## src/rtl/store_forward_buffer_pkg.sv

```systemverilog
// Shared definitions for the store-forward buffer.
// Holds the microop encodings, the stored-entry record and the helpers that
// turn a microop plus a byte offset into byte-lane masks and lane shifts.
// The default widths here are the widths the buffer is built with; the
// entry record uses them directly.
package store_forward_buffer_pkg;

  localparam int SFB_DATA_W = 32;
  localparam int SFB_ADDR_W = 32;
  localparam int SFB_MOP_W  = 5;
  localparam int SFB_TKT_W  = 3;
  localparam int SFB_LANES  = SFB_DATA_W / 8;

  localparam logic [SFB_MOP_W-1:0] MOP_LW  = 5'b00001;
  localparam logic [SFB_MOP_W-1:0] MOP_LH  = 5'b00010;
  localparam logic [SFB_MOP_W-1:0] MOP_LB  = 5'b00011;
  localparam logic [SFB_MOP_W-1:0] MOP_LHU = 5'b00100;
  localparam logic [SFB_MOP_W-1:0] MOP_LBU = 5'b00101;
  localparam logic [SFB_MOP_W-1:0] MOP_SW  = 5'b00110;
  localparam logic [SFB_MOP_W-1:0] MOP_SH  = 5'b00111;
  localparam logic [SFB_MOP_W-1:0] MOP_SB  = 5'b01000;

  // One buffered store; data is already shifted into its byte lanes.
  typedef struct packed {
    logic [SFB_ADDR_W-1:0] addr;
    logic [SFB_DATA_W-1:0] data;
    logic [SFB_LANES-1:0]  mask;
    logic [SFB_MOP_W-1:0]  microop;
    logic [SFB_TKT_W-1:0]  ticket;
    logic                  committed;
  } sfb_entry_t;

  // Lanes a store writes. Lanes pushed past the top of the word are dropped.
  function automatic logic [SFB_LANES-1:0] store_byte_mask(input logic [SFB_MOP_W-1:0] mop,
                                                           input logic [1:0]           offset);
    logic [SFB_LANES-1:0] base;
    case (mop)
      MOP_SB:  base = 4'b0001;
      MOP_SH:  base = 4'b0011;
      MOP_SW:  base = 4'b1111;
      default: base = 4'b0000;
    endcase
    return base << offset;
  endfunction

  // Lanes a load reads; non-load microops read nothing and so never match.
  function automatic logic [SFB_LANES-1:0] load_byte_mask(input logic [SFB_MOP_W-1:0] mop,
                                                          input logic [1:0]           offset);
    logic [SFB_LANES-1:0] base;
    case (mop)
      MOP_LB, MOP_LBU: base = 4'b0001;
      MOP_LH, MOP_LHU: base = 4'b0011;
      MOP_LW:          base = 4'b1111;
      default:         base = 4'b0000;
    endcase
    return base << offset;
  endfunction

  // A load that would straddle the word boundary cannot be forwarded.
  function automatic logic load_is_misaligned(input logic [SFB_MOP_W-1:0] mop,
                                              input logic [1:0]           offset);
    return (((mop == MOP_LH) || (mop == MOP_LHU)) && (offset == 2'd3)) ||
           ((mop == MOP_LW) && (offset != 2'd0));
  endfunction

  function automatic logic [SFB_DATA_W-1:0] lane_align(input logic [SFB_DATA_W-1:0] data,
                                                       input logic [1:0]            offset);
    return data << {offset, 3'b000};
  endfunction

  function automatic logic [SFB_DATA_W-1:0] lane_extract(input logic [SFB_DATA_W-1:0] data,
                                                         input logic [1:0]            offset);
    return data >> {offset, 3'b000};
  endfunction

endpackage

```

## src/rtl/store_forward_buffer_match_select.sv

```systemverilog
// Youngest-match priority scan for the store-forward buffer.
//   hit_i      : per physical slot, slot is live and overlaps the load
//   tail_idx_i : physical slot the next store will be written to
//   found_o    : at least one slot hit
//   index_o    : slot of the youngest hit (closest behind the tail)
module sfb_match_select
  import store_forward_buffer_pkg::*;
#(
  parameter int DEPTH = 8,
  parameter int PW    = $clog2(DEPTH)
) (
  input  logic [DEPTH-1:0] hit_i,
  input  logic [PW-1:0]    tail_idx_i,
  output logic             found_o,
  output logic [PW-1:0]    index_o
);

  logic [PW-1:0] probe;

  // Walk backwards from tail-1; the first hit seen is the youngest store.
  always_comb begin
    found_o = 1'b0;
    index_o = '0;
    probe   = '0;
    for (int k = 1; k <= DEPTH; k++) begin
      probe = tail_idx_i - PW'(k);
      if (!found_o && hit_i[probe]) begin
        found_o = 1'b1;
        index_o = probe;
      end
    end
  end

endmodule

```

## src/rtl/store_forward_buffer.sv

```systemverilog
// ROB-side store queue with load forwarding.
// Stores arrive in program order, wait for ROB commit, then drain to the
// data cache. Loads query the buffer combinationally for forwarded data.
//   store_*       : executed store from the LSU, accepted when store_ready
//   commit_*      : ROB commits the oldest uncommitted store
//   flush         : squash every uncommitted entry
//   frw_*         : load forwarding query and its answer (data/hit/stall)
//   cache_wb_*    : committed head store offered to the cache write port
module store_forward_buffer
  import store_forward_buffer_pkg::*;
#(
  parameter int DATA_WIDTH = SFB_DATA_W,
  parameter int ADDR_BITS  = SFB_ADDR_W,
  parameter int MICROOP    = SFB_MOP_W,
  parameter int ROB_TICKET = SFB_TKT_W,
  parameter int DEPTH      = 8
) (
  input  logic                    clk,
  input  logic                    rst,
  input  logic                    store_valid,
  input  logic [ADDR_BITS-1:0]    store_address,
  input  logic [DATA_WIDTH-1:0]   store_data,
  input  logic [MICROOP-1:0]      store_microop,
  input  logic [ROB_TICKET-1:0]   store_ticket,
  output logic                    store_ready,
  input  logic                    commit_valid,
  input  logic [ROB_TICKET-1:0]   commit_ticket,
  input  logic                    flush,
  input  logic [ADDR_BITS-1:0]    frw_address,
  input  logic [MICROOP-1:0]      frw_microop,
  output logic [DATA_WIDTH-1:0]   frw_data,
  output logic                    frw_valid,
  output logic                    frw_stall,
  output logic                    cache_writeback_valid,
  input  logic                    cache_wb_ready,
  output logic [ADDR_BITS-1:0]    cache_wb_address,
  output logic [DATA_WIDTH-1:0]   cache_wb_data,
  output logic [DATA_WIDTH/8-1:0] cache_wb_mask,
  output logic [MICROOP-1:0]      cache_wb_microop
);

  localparam int          PW         = $clog2(DEPTH);
  localparam logic [PW:0] FULL_COUNT = (PW+1)'(DEPTH);
  localparam logic [PW:0] PTR_ONE    = (PW+1)'(1);

  sfb_entry_t entries_q [DEPTH];
  sfb_entry_t entries_d [DEPTH];

  // Pointers carry one extra wrap bit so full and empty are distinguishable.
  logic [PW:0]   head_q, head_d, commit_q, commit_d, tail_q, tail_d;
  logic [PW-1:0] head_idx, commit_idx, tail_idx;
  logic [PW:0]   count;
  logic          full, has_uncommitted, alloc, do_commit, drain;

  logic [SFB_LANES-1:0] load_mask;
  logic                 load_misaligned;
  logic [DEPTH-1:0]     entry_hit;
  logic                 match_found;
  logic [PW-1:0]        match_idx;

  assign head_idx   = head_q[PW-1:0];
  assign commit_idx = commit_q[PW-1:0];
  assign tail_idx   = tail_q[PW-1:0];

  assign count           = tail_q - head_q;
  assign full            = (count == FULL_COUNT);
  assign store_ready     = ~full;
  assign has_uncommitted = (commit_q != tail_q);
  assign alloc           = store_valid & ~full & ~flush;
  assign do_commit       = commit_valid & has_uncommitted;

  assign cache_writeback_valid = (count != '0) & entries_q[head_idx].committed;
  assign drain                 = cache_writeback_valid & cache_wb_ready;

  assign cache_wb_address = cache_writeback_valid ? entries_q[head_idx].addr    : '0;
  assign cache_wb_data    = cache_writeback_valid ? entries_q[head_idx].data    : '0;
  assign cache_wb_mask    = cache_writeback_valid ? entries_q[head_idx].mask    : '0;
  assign cache_wb_microop = cache_writeback_valid ? entries_q[head_idx].microop : '0;

  // Next-state: allocate at tail, commit at the commit pointer, pop the head.
  // A flush pulls the tail back to the (possibly just advanced) commit pointer,
  // which also discards any store arriving in the same cycle.
  always_comb begin
    entries_d = entries_q;
    head_d    = head_q;
    commit_d  = commit_q;
    tail_d    = tail_q;
    if (alloc) begin
      entries_d[tail_idx].addr      = store_address;
      entries_d[tail_idx].data      = lane_align(store_data, store_address[1:0]);
      entries_d[tail_idx].mask      = store_byte_mask(store_microop, store_address[1:0]);
      entries_d[tail_idx].microop   = store_microop;
      entries_d[tail_idx].ticket    = store_ticket;
      entries_d[tail_idx].committed = 1'b0;
      tail_d = tail_q + PTR_ONE;
    end
    if (do_commit) begin
      entries_d[commit_idx].committed = 1'b1;
      commit_d = commit_q + PTR_ONE;
    end
    if (drain) begin
      head_d = head_q + PTR_ONE;
    end
    if (flush) begin
      tail_d = commit_d;
    end
  end

  always_ff @(posedge clk or posedge rst) begin
    if (rst) begin
      head_q   <= '0;
      commit_q <= '0;
      tail_q   <= '0;
      for (int i = 0; i < DEPTH; i++) begin
        entries_q[i] <= '0;
      end
    end else begin
      head_q   <= head_d;
      commit_q <= commit_d;
      tail_q   <= tail_d;
      for (int i = 0; i < DEPTH; i++) begin
        entries_q[i] <= entries_d[i];
      end
    end
  end

  assign load_mask       = load_byte_mask(frw_microop, frw_address[1:0]);
  assign load_misaligned = load_is_misaligned(frw_microop, frw_address[1:0]);

  // A slot is live when its distance from the head is below the occupancy;
  // it hits when it is live, in the same word and shares at least one lane.
  always_comb begin
    entry_hit = '0;
    for (int i = 0; i < DEPTH; i++) begin
      entry_hit[i] = ({1'b0, PW'(i) - head_idx} < count) &&
                     (entries_q[i].addr[ADDR_BITS-1:2] == frw_address[ADDR_BITS-1:2]) &&
                     (|(entries_q[i].mask & load_mask));
    end
  end

  sfb_match_select #(.DEPTH(DEPTH), .PW(PW)) u_match_select (
    .hit_i      (entry_hit),
    .tail_idx_i (tail_idx),
    .found_o    (match_found),
    .index_o    (match_idx)
  );

  // Only the youngest overlapping store matters: if it covers every lane the
  // load reads we forward it, otherwise older data would be mixed in, so stall.
  always_comb begin
    frw_valid = 1'b0;
    frw_stall = 1'b0;
    frw_data  = '0;
    if (load_misaligned) begin
      frw_stall = (count != '0);
    end else if (match_found) begin
      if ((entries_q[match_idx].mask & load_mask) == load_mask) begin
        frw_valid = 1'b1;
        frw_data  = lane_extract(entries_q[match_idx].data, frw_address[1:0]);
      end else begin
        frw_stall = 1'b1;
      end
    end
  end

  // Protocol misuse by the LSU or ROB.
  a_no_store_when_full: assert property (@(posedge clk) disable iff (rst)
    store_valid |-> store_ready);
  a_commit_has_target: assert property (@(posedge clk) disable iff (rst)
    commit_valid |-> has_uncommitted);
  a_commit_ticket_match: assert property (@(posedge clk) disable iff (rst)
    do_commit |-> (commit_ticket == entries_q[commit_idx].ticket));

endmodule

```

## config.mk

```make
export PLATFORM = sky130hd
export DESIGN_NAME = store_forward_buffer
export DESIGN_NICKNAME = d
export VERILOG_FILES = /design/src/rtl/store_forward_buffer_pkg.sv /design/src/rtl/store_forward_buffer_match_select.sv /design/src/rtl/store_forward_buffer.sv
export SDC_FILE = /design/constraint.sdc
export NUM_CORES = 2
export LEC_CHECK = 0
export BUFFER_PORTS_ARGS = -buffer_cell sky130_fd_sc_hd__buf_4
export CAP_MARGIN = 25
export CORE_MARGIN = 8
export CORE_UTILIZATION = 55
export DETAILED_ROUTE_END_ITERATION = 6
export PLACE_DENSITY = 0.79
export SLEW_MARGIN = 15
export SYNTH_ARGS = -nofsm -noshare
export SYNTH_HDL_FRONTEND = slang
export SYNTH_HIERARCHICAL = 1
export SYNTH_SLANG_ARGS = --single-unit
```

## constraint.sdc

```tcl
create_clock -name clk -period 17.6 [get_ports clk]
set_input_delay 1.76 -clock clk [delete_from_list [all_inputs] [get_ports clk]]
set_output_delay 1.76 -clock clk [all_outputs]
set_load 0.02 [all_outputs]
```

==> flow_summary.ini <==
[yosys]
synth-simple-area-share_pct = 5.81
synth_edf_count = 0
synth.lib_cells_used.distinct = 66
yosys_warnings = 6
yosys.area_share.adder_pct = 0.860
seq_area_frac_synth_pct = 43.0
synth_compound_area_share_pct = 4.67
synth_xor_area_share_pct = 6.45
synth_top_family_by_area = multiplexers
synth-seq-cells = 604
async_reset_ff_share_pct = 100
avgSynthCellArea_um2 = 13.0
syn-cell-area_um2 = 35200
syn-num-nets = 2856
syn_inst = 2715
ys.flop_type = dfrtp_1
synth_mux_area_share_pct = 36.0

[clock_network]
clk_latency_ns = 0.64
htreeDepth = 2
cts_sinks = 604
cts_tree = done
hold_buffers = 0
post_cts_buffers = 0
clkTransAtPathRegs_ns = 0.07
clk_path_buf_depth = 3
cts-root-buf = clkbuf_16
cts.repair.resized = 0
numCtsBuffers = 61

[worst_hold_path]
worst_hold_path_type = reg2reg

[global_route]
grt_pass1_vias = 26100
grt_usage_pct = 29.3
grt.overflow.total = 0
grt_pass1_wl_um = 162000
antenna_found_initial = 8
grt_max_degree = 89

[power_and_ir_drop]
combPwrFrac_pct = 49.6
power_switching_share_pct = 40.4
power.share.sequential_pct = 32.8
totalPowerFinal_mw = 7.80
power_frac_clock_pct = 17.5
leakage_nw = 16.8
vdd_drop_max_mv = 0.156
internal-power_mw = 4.65
power_density_nw_per_um2 = 198
switching_power_mw = 3.15

[layout]
final_common_cell = mux2_2
fin_nets = 2955
syn2layout_area_growth_pct = 12.1
final_cell_mix = mux2_2 (610), dfrtp_1 (601), buf_4 (258)
drive_above_1_share_pct = 43.0

[route]
first_pass_iters = 5
drt-total-wl_um = 107000
via_count = 24800
wire_per_inst_um = 28.9
drt-vias-per-instance = 6.66
drc = 0
ant_nets = 0
initialDrtViolationCount = 2502

[sta]
fmax_ghz = 0.0868
grt_setup_unrepaired = false
finClkSkew_ns = 0.0234
tightestPinTransition_ns = 1.10
fin_crit_ns = 11.52
tns_ns = 0
hold_viol = 0
setup_viol = 0
max_slew_margin_pct = 27.0
post-route-period-util_pct = 65.4
drv_slew = 0

[setup_path]
path_class = reg2out
critical_path_peak_fanout = 52
path_buf_inv = 3
cpPeakStageDelay_ns = 0.86
critPathLaunchType = flop
cp.required_ns = 15.84
crit_chain = clkinv_2 > ha_1 > xnor2_1 > ha_1 > a21oi_1 > o21ai_0 > a21oi_1 > mux2i_1 > mux4_2 > and4bb_4 > nand2_1 > o21ai_0 > o21ai_4 > buf_4 > mux4_2 > a32o_1 > a221o_1 > or2_2 > a2111oi_2 > buf_4
end_kind = primary output
critPathArrivalTime_ns = 9.76
slowest_stage = buf_4
path_delay_family = compound AO/OA/AOI/OAI gates

[floorplanning]
ios = 227
core_um2 = 63200
die_h_um = 269
rows = 92
start_util_pct = 55.7
die_x_um = 269
dieArea_um2 = 72300

[job]
drv_cap = 0

[placed_design]
gp_congestion = 0.950
port_buffers = 220
place_hpwl_um = 71000

[run_status]
status = finished clean
==> worst paths after layout <==
| check | startpoint | endpoint | slack (ns) | depth (start not counted) |
|---|---|---|---|---|
| worst max-delay path | head_q[2] | frw_data[17] | 6.08 | 20 |
| worst min-delay path | flop | flop | 0.50 | 1 |
| worst max register to register | head_q[2] | flop | 12.12 | 9 |
| worst min register to register | flop | flop | 0.50 | 1 |
| max in group asynchronous | rst | async pin | 14.13 | 4 |
| min in group asynchronous | rst | async pin | 1.25 | 2 |
==> Yosys cell counts, types with 51 or more instances <==
master    number  area share, %
a21oi_1      114            1.6
xnor2_1       92            2.3
mux4_2       223             14
clkbuf_1     125            1.3
nor4_1        51           0.91
mux2i_1       62            1.8
xor2_1       167            4.2
nand2_1      204            2.2
dfrtp_1      604             43
buf_2         63           0.90
mux2_2       610             20
nor2_1        55           0.59
==> power groups by stage <==
| stage | registers, mW | clock network (mW) | logic (mW) |
|---|---|---|---|
| after CTS | 2.55 | 1.37 | 3.85 |
| after floorplan | 2.36 | 0 | 2.76 |
| after detailed placement | 2.56 | 0 | 3.83 |
| after global routing | 2.63 | 1.43 | 4.09 |
| after global placement | 2.49 | 0 | 3.74 |
| final | 2.56 | 1.37 | 3.87 |
==> worst register-to-register path, cell delays in order, from the launching register on <==
cell      delay, ns
dfrtp_4        0.73
clkinv_2       0.65
ha_1           0.57
xnor2_1        0.73
and2_1         0.37
o221ai_1       0.20
nand3_2        0.23
or4b_4         0.72
buf_4          0.73
mux2_2         0.44
==> layout make-up <==
cell class	count	area (um^2)
Antenna cell	5	12.5
Clock buffer	90	1800
Clock inverter	22	309
Fill cell	4601	23800
Inverter	31	121
Multi-Input combinational cell	1854	19000
Sequential cell	604	15100
Tap cell	846	1060
Timing Repair Buffer	262	2010
==> kinds of logic (layout without fill, tap and decap cells) <==
kind of cell,count (synthesis),after routing
simple gates,422,422
flops,604,604
mux,901,901
other cells,0,5
buf+inv,257,405
xor+xnor,259,259
compound gates,249,249
fa+ha+maj,23,23
==> layer usage <==
metal / vias to the layer above / track usage [%] / part of all wire (%)
met5: - / 0 / 0.037
met4: 6 / 12.6 / 4.5
met3: 320 / 7.92 / 9.6
met2: 1291 / 46.4 / 48
met1: 12900 / 38.1 / 38
li1: 10200 / - / -
==> per-stage QoR <==
step / std cells / setup slack (ns) / hold slack [ns] / util, % / cell area [um^2]
3_5_place_dp: 3594 / 6.10 / 0.489 / 59.0 / 37300
5_1_grt: 3712 / 5.73 / 0.514 / 62.4 / 39400
6_report: 3714 / 6.08 / 0.503 / 62.4 / 39400
4_1_cts: 3706 / 5.88 / 0.502 / 62.3 / 39400
2_1_floorplan: 2715 / 7.60 / 0.461 / - / 35200
3_3_place_gp: 3594 / 6.30 / 0.472 / 59.0 / 37300
(Power assumes the default switching activity.)
